<file path="config.mk">
export PLATFORM = sky130hd
export DESIGN_NAME = vga_scanout
export DESIGN_NICKNAME = d
export VERILOG_FILES = /design/src/rtl/vga_pkg.sv /design/src/rtl/vga_timing.sv /design/src/rtl/vga_scanout.sv
export SDC_FILE = /design/constraint.sdc
export NUM_CORES = 1
export LEC_CHECK = 0
export CORE_ASPECT_RATIO = 0.9
export CORE_MARGIN = 2
export CORE_UTILIZATION = 40
export CTS_CLUSTER_SIZE = 24
export DETAILED_ROUTE_END_ITERATION = 10
export DONT_BUFFER_PORTS = 1
export PLACE_DENSITY = 0.6
export SLEW_MARGIN = 5
export SYNTH_ARGS = -nofsm -noshare
export SYNTH_HDL_FRONTEND = slang
export SYNTH_SLANG_ARGS = --single-unit
export TNS_END_PERCENT = 50
</file>
<file path="constraint.sdc">
create_clock -name clock -period 4.8 [get_ports clock]
set_input_delay 0.24 -clock clock [delete_from_list [all_inputs] [get_ports clock]]
set_output_delay 0.24 -clock clock [all_outputs]
set_load 0.03 [all_outputs]
</file>
<file path="src/rtl/vga_pkg.sv">
// Shared types, default 800x600@72 timing and pixel helpers for the VGA scan-out.
// Latency: none (declarations and pure functions only).
// Backpressure: none.
package vga_pkg;

    typedef enum logic [1:0] {
        M8_DIRECT = 2'd0,
        M4_PAL    = 2'd1,
        M2_PAL    = 2'd2,
        M1_PAL    = 2'd3
    } mode_e;

    // Default 800x600@72 (50 MHz pixel clock) timing
    localparam int DEF_H_VIS  = 800;
    localparam int DEF_H_FP   = 56;
    localparam int DEF_H_SYNC = 120;
    localparam int DEF_H_BP   = 64;
    localparam int DEF_V_VIS  = 600;
    localparam int DEF_V_FP   = 37;
    localparam int DEF_V_SYNC = 6;
    localparam int DEF_V_BP   = 23;

    // Per-pixel sideband carried alongside the RAM read
    typedef struct packed {
        logic       vis;
        logic       hs;
        logic       vs;
        logic       frm;
        mode_e      mode;
        logic [2:0] idx;
    } pipe_t;

    // RRRGGGBB to 4:4:4, replicating MSBs so full scale maps to 0xF
    function automatic logic [11:0] rgb332_to_444(input logic [7:0] d);
        return {d[7:5], d[7], d[4:2], d[4], d[1:0], d[1:0]};
    endfunction

    // log2(pixels per byte): 0 for 8bpp up to 3 for 1bpp
    function automatic logic [1:0] pix_shift(input mode_e m);
        return m;
    endfunction

endpackage

</file>
<file path="src/rtl/vga_timing.sv">
// Horizontal/vertical raster counters with visible flag and raw (active-high) sync.
// Latency: outputs are the current counter state, no extra delay.
// Backpressure: none; free-running on every pixel clock.
//
// Ports: clock, reset_n; h/v counters; vis = inside visible area;
// hs_act/vs_act = inside the sync pulse, before polarity is applied.
module vga_timing #(
    parameter int H_VIS  = 800,
    parameter int H_FP   = 56,
    parameter int H_SYNC = 120,
    parameter int H_BP   = 64,
    parameter int V_VIS  = 600,
    parameter int V_FP   = 37,
    parameter int V_SYNC = 6,
    parameter int V_BP   = 23,
    parameter int HW     = $clog2(H_VIS + H_FP + H_SYNC + H_BP),
    parameter int VW     = $clog2(V_VIS + V_FP + V_SYNC + V_BP)
) (
    input  logic          clock,
    input  logic          reset_n,
    output logic [HW-1:0] h,
    output logic [VW-1:0] v,
    output logic          vis,
    output logic          hs_act,
    output logic          vs_act
);

    localparam int H_TOT = H_VIS + H_FP + H_SYNC + H_BP;
    localparam int V_TOT = V_VIS + V_FP + V_SYNC + V_BP;
    localparam logic [HW-1:0] H_LAST = HW'(H_TOT - 1);
    localparam logic [VW-1:0] V_LAST = VW'(V_TOT - 1);

    always_ff @(posedge clock or negedge reset_n) begin
        if (!reset_n) begin
            h <= '0;
            v <= '0;
        end else if (h == H_LAST) begin
            h <= '0;
            v <= (v == V_LAST) ? '0 : v + VW'(1);
        end else begin
            h <= h + HW'(1);
        end
    end

    // Compare in 32 bits so sync end points equal to the total never overflow
    assign vis    = (32'(h) < H_VIS) && (32'(v) < V_VIS);
    assign hs_act = (32'(h) >= H_VIS + H_FP) && (32'(h) < H_VIS + H_FP + H_SYNC);
    assign vs_act = (32'(v) >= V_VIS + V_FP) && (32'(v) < V_VIS + V_FP + V_SYNC);

endmodule

</file>
<file path="src/rtl/vga_scanout.sv">
// VGA scan-out: raster timing, byte-wide video RAM fetch, 8/4/2/1 bpp decode, palette, RGB444 + sync.
// Latency: address one clock after the counter cycle; RGB/HS/VS/frame RD_LAT+2 clocks after it.
// Backpressure: none; RAM must return data exactly RD_LAT clocks after address.
//
// Ports: clock, reset_n; mode/double (sampled at frame origin); pal_we/pal_idx/pal_rgb
// palette write port; address/data video RAM read port; R,G,B,HS,VS pins; frame pulse.
module vga_scanout
    import vga_pkg::*;
#(
    parameter int H_VIS  = DEF_H_VIS,
    parameter int H_FP   = DEF_H_FP,
    parameter int H_SYNC = DEF_H_SYNC,
    parameter int H_BP   = DEF_H_BP,
    parameter int V_VIS  = DEF_V_VIS,
    parameter int V_FP   = DEF_V_FP,
    parameter int V_SYNC = DEF_V_SYNC,
    parameter int V_BP   = DEF_V_BP,
    parameter int HS_POL = 1,
    parameter int VS_POL = 1,
    parameter int AW     = 18,
    parameter int RD_LAT = 2
) (
    input  logic          clock,
    input  logic          reset_n,
    input  logic [1:0]    mode,
    input  logic          double,
    input  logic          pal_we,
    input  logic [3:0]    pal_idx,
    input  logic [11:0]   pal_rgb,
    output logic [AW-1:0] address,
    input  logic [7:0]    data,
    output logic [3:0]    R,
    output logic [3:0]    G,
    output logic [3:0]    B,
    output logic          HS,
    output logic          VS,
    output logic          frame
);

    localparam int H_TOT = H_VIS + H_FP + H_SYNC + H_BP;
    localparam int V_TOT = V_VIS + V_FP + V_SYNC + V_BP;
    localparam int HW    = $clog2(H_TOT);
    localparam int VW    = $clog2(V_TOT);
    localparam logic [HW-1:0] H_LAST  = HW'(H_TOT - 1);
    localparam logic [VW-1:0] V_LAST  = VW'(V_TOT - 1);
    localparam logic [AW-1:0] H_VIS_A = AW'(H_VIS);
    localparam logic          HS_ON   = 1'(HS_POL);
    localparam logic          VS_ON   = 1'(VS_POL);

    // ---------------------------------------------------------------- timing
    logic [HW-1:0] h;
    logic [VW-1:0] v;
    logic          vis, hs_act, vs_act;

    vga_timing #(
        .H_VIS (H_VIS),  .H_FP  (H_FP),  .H_SYNC(H_SYNC), .H_BP(H_BP),
        .V_VIS (V_VIS),  .V_FP  (V_FP),  .V_SYNC(V_SYNC), .V_BP(V_BP),
        .HW    (HW),     .VW    (VW)
    ) u_timing (
        .clock  (clock),
        .reset_n(reset_n),
        .h      (h),
        .v      (v),
        .vis    (vis),
        .hs_act (hs_act),
        .vs_act (vs_act)
    );

    // ----------------------------------------------------- mode shadowing
    // At the origin the live inputs are used directly, so the whole frame
    // (including pixel 0,0) renders in the newly latched format.
    mode_e mode_q;
    logic  dbl_q;
    logic  at_origin;
    mode_e mode_cur;
    logic  dbl_cur;

    assign at_origin = (h == '0) && (v == '0);
    assign mode_cur  = at_origin ? mode_e'(mode) : mode_q;
    assign dbl_cur   = at_origin ? double : dbl_q;

    always_ff @(posedge clock or negedge reset_n) begin
        if (!reset_n) begin
            mode_q <= M8_DIRECT;
            dbl_q  <= 1'b0;
        end else if (at_origin) begin
            mode_q <= mode_e'(mode);
            dbl_q  <= double;
        end
    end

    // ----------------------------------------------------- address generation
    logic [1:0]    s_cur;
    logic [HW-1:0] xe;
    logic [HW-1:0] xoff;
    logic [AW-1:0] stride;
    logic [AW-1:0] line_base;
    logic [AW-1:0] fetch_addr;
    logic          line_vis;
    logic          line_adv;

    assign s_cur      = pix_shift(mode_cur);
    assign xe         = dbl_cur ? (h >> 1) : h;
    assign xoff       = xe >> s_cur;
    assign stride     = (H_VIS_A >> dbl_cur) >> s_cur;
    assign fetch_addr = line_base + AW'(xoff);
    assign line_vis   = 32'(v) < V_VIS;
    // With doubling each source line is shown twice: advance after odd lines only
    assign line_adv   = line_vis && (!dbl_cur || v[0]);

    always_ff @(posedge clock or negedge reset_n) begin
        if (!reset_n) begin
            line_base <= '0;
        end else if (h == H_LAST) begin
            if (v == V_LAST)
                line_base <= '0;
            else if (line_adv)
                line_base <= line_base + stride;
        end
    end

    always_ff @(posedge clock or negedge reset_n) begin
        if (!reset_n)
            address <= '0;
        else
            address <= vis ? fetch_addr : '0;
    end

    // ----------------------------------------------------- sideband delay line
    // pipe[k] holds the sideband for the counter cycle k+1 clocks ago;
    // pipe[RD_LAT] lines up with the RAM data presented this cycle.
    pipe_t pipe_in;
    pipe_t pipe [RD_LAT+1];

    assign pipe_in.vis  = vis;
    assign pipe_in.hs   = hs_act;
    assign pipe_in.vs   = vs_act;
    assign pipe_in.frm  = (h == '0) && (32'(v) == V_VIS);
    assign pipe_in.mode = mode_cur;
    assign pipe_in.idx  = xe[2:0] & ((3'b001 << s_cur) - 3'd1);

    always_ff @(posedge clock or negedge reset_n) begin
        if (!reset_n) begin
            for (int i = 0; i <= RD_LAT; i++)
                pipe[i] <= '0;
        end else begin
            pipe[0] <= pipe_in;
            for (int i = 1; i <= RD_LAT; i++)
                pipe[i] <= pipe[i-1];
        end
    end

    // ----------------------------------------------------- palette
    logic [11:0] pal [16];

    always_ff @(posedge clock or negedge reset_n) begin
        if (!reset_n) begin
            for (int i = 0; i < 16; i++)
                pal[i] <= {4'(i), 4'(i), 4'(i)};
        end else if (pal_we) begin
            pal[pal_idx] <= pal_rgb;
        end
    end

    // ----------------------------------------------------- colour stage
    pipe_t       cs;
    logic [1:0]  s_cs;
    logic [2:0]  shamt;
    logic [7:0]  shifted;
    logic [3:0]  pidx;
    logic [11:0] rgb_nxt;

    assign cs   = pipe[RD_LAT];
    assign s_cs = pix_shift(cs.mode);

    always_comb begin
        // Move the selected MSB-first field to the top of the byte
        shamt   = cs.idx << (2'd3 - s_cs);
        shifted = data << shamt;
        pidx    = 4'd0;
        rgb_nxt = 12'd0;
        case (cs.mode)
            M4_PAL:  pidx = shifted[7:4];
            M2_PAL:  pidx = {2'b00, shifted[7:6]};
            default: pidx = {3'b000, shifted[7]};
        endcase
        if (cs.vis)
            rgb_nxt = (cs.mode == M8_DIRECT) ? rgb332_to_444(data) : pal[pidx];
    end

    always_ff @(posedge clock or negedge reset_n) begin
        if (!reset_n) begin
            R     <= '0;
            G     <= '0;
            B     <= '0;
            HS    <= ~HS_ON;
            VS    <= ~VS_ON;
            frame <= 1'b0;
        end else begin
            R     <= rgb_nxt[11:8];
            G     <= rgb_nxt[7:4];
            B     <= rgb_nxt[3:0];
            HS    <= cs.hs ^ ~HS_ON;
            VS    <= cs.vs ^ ~VS_ON;
            frame <= cs.frm;
        end
    end

endmodule

</file>
[After elaboration in Yosys (flattened, before gate mapping)]
Cells that the tools add are included.
Word-level totals
  bits in registers: 292
  input port bits: 30
  output and inout bits: 33
  logic and storage cells: 105
Cells by class
  $add $sub $neg: 6
  order comparisons: 9
  eq/ne operators: 5
  shifts and indexed selects: 6
  muxes and demuxes: 17
  bitwise logic cells: 3
  reduce and logical (&&, ||, !) cells: 14
Operators by type and width (count)
  $bwmux 192: 1
  $mux 12: 5
  $mux 18: 3
  $bmux 12 s4: 1
  $demux 12 s4: 1
  $lt 11x10->1 const B: 2
  $mux 11: 2
  $eq 10x10->1 const B: 2
  $lt 10x10->1 const B: 2
  $add 18x11->18: 1
  $add 18x18->18: 1
  $shr 10x1->18 const A: 1
  $shr 18x2->18: 1
  $add 11x1->11 const B: 1
  $eq 11x11->1 const B: 1
  $ge 11x10->1 const B: 1
  $logic_not 11->1: 1
  $shr 11x2->11: 1
  $add 10x1->10 const B: 1
  $ge 10x10->1 const B: 1
  $ge 5x5->1 const B: 2
  $logic_not 10->1: 1
  $mux 10: 1
  $not 4->5: 2
  other kinds (18): 24

[Longest topological paths before layout]
  depth after elaboration: 10
  mapped depth: 20
  depth with buffers taken out: 20

[Modules after synthesis]
From an unflattened synthesis, not the netlist that was laid out.
Unflattened totals
  cells, all modules: 1177
  area, all modules: 14571.5 um2
By module, submodules not included
  vga_scanout: instances 1, cells each 1059, area each 13345.3 um2, seq. area each 6876.6 um2
  vga_timing: instances 1, cells each 118, area each 1226.2 um2, seq. area each 525.5 um2

[Worst setup path before layout]
OpenSTA, ideal clock, no wires.
  path kind: flip-flop to flip-flop
  from: register u_timing.h[2]
  to: register address[17]
  library setup time: 128 ps
  arrival time: 4352 ps
  data required time: 4672 ps
  slack: 320 ps
  cell stages (with the launch flop): 21
  path buffers: 2
  clock period less this slack: 4480 ps
  cells stage by stage: dfrtp_1 -> buf_2 -> nor4_1 -> nand3_1 -> nor4b_4 -> mux2i_2 -> nand2_1 -> buf_2 -> o22a_1 -> o21ai_0 -> mux2i_1 -> ha_1 -> a21o_1 -> a21o_1 -> a21oi_1 -> o21bai_1 -> a21oi_1 -> o21ai_0 -> a21oi_1 -> or3_1 -> a21oi_1
Between the ends
  longest elaborated chain between the ends: 7
  elaborated cells between the ends (all ways): 10
  those cells by class: 1 x add/sub; 1 x order compare; 1 x shift; 4 x mux; 3 x reduce/logical
Ends and longest elaborated chain
  start, declared: line vga_timing.sv:21  | output logic [HW-1:0] h,
  start signal, assigned: line vga_timing.sv:41  | h <= h + HW'(1);
  $logic_not 11->1: line vga_scanout.sv:78  | assign at_origin = (h == '0) && (v == '0);
  $logic_and 1x1->1: line vga_scanout.sv:78
  $mux 1
  $mux 11: line vga_scanout.sv:103  | assign xe = dbl_cur ? (h >> 1) : h;
  $shr 11x2->11: line vga_scanout.sv:104  | assign xoff = xe >> s_cur;
  $add 18x11->18: line vga_scanout.sv:106  | assign fetch_addr = line_base + AW'(xoff);
  $mux 18 *: line vga_scanout.sv:126  | address <= vis ? fetch_addr : '0;
  end signal, assigned: line vga_scanout.sv:126
  end, declared: line vga_scanout.sv:30  | output logic [AW-1:0] address,
Every way passes the cells marked *; elsewhere a longest branch is shown, timed or not.
A chain may end at the register's enable or synchronous reset.

[Worst setup path in the final report]
  from: register u_timing.h[0]
  to: register address[16]
The elaborated chain is that of the path after synthesis.

==> results.md <==
Logic synthesis:
- The biggest area consumer among synthesized cells is sky130_fd_sc_hd__dfrtp_1.
- After synthesis, the most frequently instantiated cells are 203 x sky130_fd_sc_hd__mux2_2, 195 x sky130_fd_sc_hd__dfrtp_1, 96 x sky130_fd_sc_hd__dfstp_2, 96 x sky130_fd_sc_hd__mux2i_1, 81 x sky130_fd_sc_hd__nor2_1.
- The synthesized area divided by synthesized cell count is 12.0 µm².
- The number of enable-type register cells in the synthesized netlist is 0.
- The count of synthesis-stage warnings from yosys is 0.
- The number of nets in the synthesized netlist is 1279.
- The most numerous cell in the Yosys netlist is sky130_fd_sc_hd__mux2_2.
- The netlist uses 82 different library cells.
- The area share of the largest cell type after synthesis is 33.5%.
- The share of synthesized cell area in full adder, half adder and majority cells is 2.76%.
- The post-synthesis share of cell area spent on xor and xnor gates is 2.21%.
- The share of the yosys chip area belonging to registers is 50.8%.
- The post-synthesis share of cell area spent on and, or, nand and nor gates is 8.54%.
- The synthesized design contains 291 register bits.
- Among all flip-flop cells after synthesis, the most frequent one is sky130_fd_sc_hd__dfrtp_1.
- In the synthesized netlist, the number of instances is 1218.
- The synthesized netlist devotes 9.14% of its cell area to compound gates.
- The portion of synthesized area spent on multiplexers is 23.0%.
- By area the synthesized netlist is led by sky130_fd_sc_hd__dfrtp_1 33%, sky130_fd_sc_hd__dfstp_2 17%, sky130_fd_sc_hd__mux2_2 16%.
- The combinational family with the most area after synthesis is multiplexers.
- The total standard cell area after synthesis is 14600 µm².
- For this run, asynchronously set or reset flops after synthesis account for 100%.

Routing:
- The vias after detailed routing is 9589.
- The iteration-0 DRC count of the detailed router is 621.
- The DRC violations left is 0.
- Dividing the detail-routed via count by the number of cells gives 5.50.
- The total wire length is 35.4 mm.
- Before antenna repair, the detailed router went through 5 iterations.
- The count of nets left with antenna violations after detail routing is 0.
- After detailed routing, the average wire length per cell comes to 20.3 µm.

Global route:
- The total global routing overflow is 0.
- For this run, the total global-route usage over all layers was measured as 19.1%.
- The via count of the first global-routing pass was 9505.
- The first global-routing pass estimated 55.8 mm of wire.
- The pin count of the biggest net entering global routing is 292.
- The number of antenna violations at the first check in global routing is 1.

Power and ir drop:
- For this design the static power due to leakage is 7.22 nW.
- The worst-case IR drop observed on VDD is 0.000273 V.
- The share of total power dissipated in sequential elements is 47.9%.
- The clock network accounts for 36.9% of the total power.
- The share of total power dissipated in combinational logic is 15.2%.
- Dividing total power by cell area gives a power density of 419 nW/µm².
- Total power for the finished layout comes to 6.89 mW.
- In this run the power spent charging and discharging nets is 1.80 mW.
- The internal power consumption is 5.09 mW.
- The fraction of power spent switching nets is 26.1%.

Timing:
- The final worst hold slack is -571 ps.
- The max-slew violation count is 0.
- The final critical delay including setup and external delays is 4460 ps.
- Setup slack on the critical path of the routed design comes to 345 ps.
- In the finished design, the share of the clock period the worst path needs comes to 92.8%.
- Static timing analysis puts the maximum clock frequency at 0.224 GHz.
- Setup violations remaining at the end of the flow were counted as 0.
- Adding up every negative setup slack in the final design gives 0 ps.
- The count of final hold-check violations is 266.
- The setup skew after layout is 19.4 ps.
- The max-slew headroom at the worst pin is 23.9%.
- The actual transition at the worst max-transition pin is 1140 ps.

Placement:
- The number of buffers added on ports is 0.
- Before CTS, the worst setup slack after placement is 104 ps.
- The HPWL after detailed placement is 22.5 mm.
- Counting tap cells, the placed design contains a total of 1655 instances.
- The global placement routability congestion is 0.777.

Layout:
- The relative area change from synthesis to final layout is 12.9%.
- After the last flow step, the layout net total stands at 1300.
- The finished layout holds 1743 standard cells, fillers aside.
- The share of layout cells above drive strength 1 is 33.6%.
- The area used by sequential logic in the layout is 7400 µm².
- The multi-input combinational cells in the finished layout cover a total of 6730 µm².
- The share of the core filled with cells in the final layout is 45.7%.
- The number of inserted filler cells in the final layout is 3313.

Setup path:
- The reg-to-reg critical path startpoint is u_timing.h[0]$_DFF_PN0_.
- The slowest stage of the critical path is the sky130_fd_sc_hd__dfrtp_1 cell.
- For the worst setup path, the data required time is 5230 ps.
- The maximum fanout along the worst path is 7.
- The depth of the most critical reg-to-reg path is 21.
- The depth of the critical timing path with buffers and inverters included is 21.
- The dominant delay contributor by cell family on the critical path is compound AO/OA/AOI/OAI gates.
- The worst setup path is of the reg -> reg kind.
- The worst setup path is captured at a flip-flop.
- The number of buffers and inverters on the critical path is 4.
- STA puts the critical path data arrival time at 4890 ps.
- In this run the register-to-register setup slack is 340 ps.
- The worst setup path is launched from a flip-flop.
- The worst register-to-register path ends at address[16]$_DFF_PN0_.
- On the worst path, the slowest cell contributes a delay of 430 ps.
- Walking the worst path, the cells encountered are inv_1 -> ha_1 -> nand3_1 -> nor4b_4 -> buf_4 -> mux2i_1 -> buf_4 -> or2_1 -> buf_4 -> o21ai_0 -> mux2i_1 -> ha_1 -> a21o_1 -> a21oi_1 -> o21bai_1 -> a21oi_1 -> o21ba_2 -> o21ai_0 -> a21oi_2 -> or3_1 -> a21oi_1.

Die:
- The overall die height is 185 µm.
- In this run the horizontal extent of the chip is 205 µm.
- The I/O pin count is 63.
- The die covers 38000 µm².
- The region available for standard cell placement spans 36000 µm².
- Once the floorplan was initialized, standard cells occupied 40.5% of the core.
- The number of cell rows is 66.

Run:
- The tool flagged a number of max-cap violations equal to 0.

Min path:
- The path class of the tightest hold or removal check is in -> async.

Clock network:
- The number of clock sinks is 291.
- CTS placed an instance of sky130_fd_sc_hd__clkbuf_16 at the clock tree root.
- The number of buffers added by the clock tree synthesis step is 36.
- The clock transition at the register clock pins on the worst setup and hold paths after CTS is 60 ps.
- The later pin in the worst-skew pair is clocked with a latency of 520 ps.
- CTS built an H-tree with a depth of 2.
- The clock tree from TritonCTS is built.
- The maximum number of buffers from clock root to sink is 3.

Status:
- The checks that failed: hold timing.
- The run finished, with violations left.
[state kept, by name (all words and copies together), names as in the netlist]
signal      cells
s_cs            2
B               4
VS              1
address        18
line_base      17
G               4
u_timing.v     10
pal           192
u_timing.h     11
HS              1
cs              7
dbl_q           1
pipe           18
frame           1
R               4
[worst register-to-register path: stages, from the launching register on]
cell	delay [ps]
sky130_fd_sc_hd__dfrtp_1	430
sky130_fd_sc_hd__inv_1	110
sky130_fd_sc_hd__ha_1	170
sky130_fd_sc_hd__nand3_1	140
sky130_fd_sc_hd__nor4b_4	230
sky130_fd_sc_hd__buf_4	190
sky130_fd_sc_hd__mux2i_1	80
sky130_fd_sc_hd__buf_4	170
sky130_fd_sc_hd__or2_1	300
sky130_fd_sc_hd__buf_4	170
sky130_fd_sc_hd__o21ai_0	210
sky130_fd_sc_hd__mux2i_1	120
sky130_fd_sc_hd__ha_1	340
sky130_fd_sc_hd__a21o_1	120
sky130_fd_sc_hd__a21oi_1	80
sky130_fd_sc_hd__o21bai_1	130
sky130_fd_sc_hd__a21oi_1	110
sky130_fd_sc_hd__o21ba_2	220
sky130_fd_sc_hd__o21ai_0	410
sky130_fd_sc_hd__a21oi_2	130
sky130_fd_sc_hd__or3_1	340
sky130_fd_sc_hd__a21oi_1	140
[cell families after synthesis]
| family | after synthesis |
|---|---|
| muxes | 306 |
| AOI/OAI and AO/OA | 194 |
| buffers and inverters | 105 |
| adders and majority gates | 31 |
| and+or+nand+nor | 254 |
| other | 1 |
| xor gates and xnor gates | 36 |
| DFF | 291 |
[worst max-delay path by stage]
| stage | startpoint | to | slack [ps] |
|---|---|---|---|
| floorplan | u_timing.h[2]$_DFF_PN0_ | address[17]$_DFF_PN0_ | 320 |
| global placement | u_timing.h[2]$_DFF_PN0_ | address[17]$_DFF_PN0_ | 240 |
| finish | u_timing.h[0]$_DFF_PN0_ | address[16]$_DFF_PN0_ | 340 |
| detailed placement | u_timing.h[0]$_DFF_PN0_ | address[17]$_DFF_PN0_ | 100 |
| global route | u_timing.h[0]$_DFF_PN0_ | address[12]$_DFF_PN0_ | -4 |
| CTS | u_timing.h[9]$_DFF_PN0_ | address[17]$_DFF_PN0_ | 50 |
[area by class of cell]
type | count | share of cell area [%]
inverter | 30 | 0.684
antenna | 1 | 0.0152
clock buffer | 53 | 6.24
clock inverter | 12 | 0.525
multi-input combinational | 822 | 40.9
timing repair buffer | 58 | 3.04
sequential | 291 | 45.0
tap | 476 | 3.62
[cells in the final DEF (no fill, tap or decap), types with 7 or more instances in the layout]
master,instances
sky130_fd_sc_hd__nand2b_1,8
sky130_fd_sc_hd__dlygate4sd3_1,21
sky130_fd_sc_hd__dfrtp_1,195
sky130_fd_sc_hd__a22oi_1,13
sky130_fd_sc_hd__o211ai_1,13
sky130_fd_sc_hd__o22ai_1,15
sky130_fd_sc_hd__nor2b_1,8
sky130_fd_sc_hd__ha_1,29
sky130_fd_sc_hd__mux2_2,203
sky130_fd_sc_hd__o21ai_0,33
sky130_fd_sc_hd__or3_1,8
sky130_fd_sc_hd__xor2_1,17
sky130_fd_sc_hd__clkbuf_1,13
sky130_fd_sc_hd__nand3_1,42
sky130_fd_sc_hd__dfstp_2,96
sky130_fd_sc_hd__a21oi_1,46
sky130_fd_sc_hd__a21o_1,7
sky130_fd_sc_hd__xnor2_1,18
sky130_fd_sc_hd__and3_1,11
sky130_fd_sc_hd__nor2_1,75
sky130_fd_sc_hd__clkbuf_16,38
sky130_fd_sc_hd__and2_1,8
sky130_fd_sc_hd__mux2i_1,96
sky130_fd_sc_hd__inv_1,29
sky130_fd_sc_hd__buf_4,36
sky130_fd_sc_hd__a211oi_1,7
sky130_fd_sc_hd__nand2_1,55
[metal layers]
layer	vias to the layer above	global-route usage [%]	share of wire, %
li1	4425	-	-
met1	4940	28.1	49
met2	179	28.1	44
met3	45	4.15	4.7
met4	0	5.24	2.2
met5	-	0	0
[what timing repair did]
action | CTS | global route
gates resized for setup | 0 | 12
hold endpoints to repair | 493 | 292
hold buffers | 20 | 1
endpoints found under the setup margin | 0 | 12
buffers inserted | 0 | 1
[power by group through the flow]
stage / Sequential (mW) / Clock (mW) / Combinational, mW
3_3_place_gp: 3.32 / 0 / 0.991
6_report: 3.30 / 2.54 / 1.05
4_1_cts: 3.30 / 2.62 / 1.05
5_1_grt: 3.35 / 2.72 / 1.15
3_5_place_dp: 3.34 / 0 / 1.01
2_1_floorplan: 3.27 / 0 / 0.872
[stage by stage]
stage                     hold slack [ps]  cell area, µm²
after detailed placement            -45.0           15100
after global routing                 -600           16500
after floorplan                     -55.6           14600
after CTS                            -602           16400
final                                -571           16500
after global placement              -45.0           15100
Power figures use the tool's default switching activity.
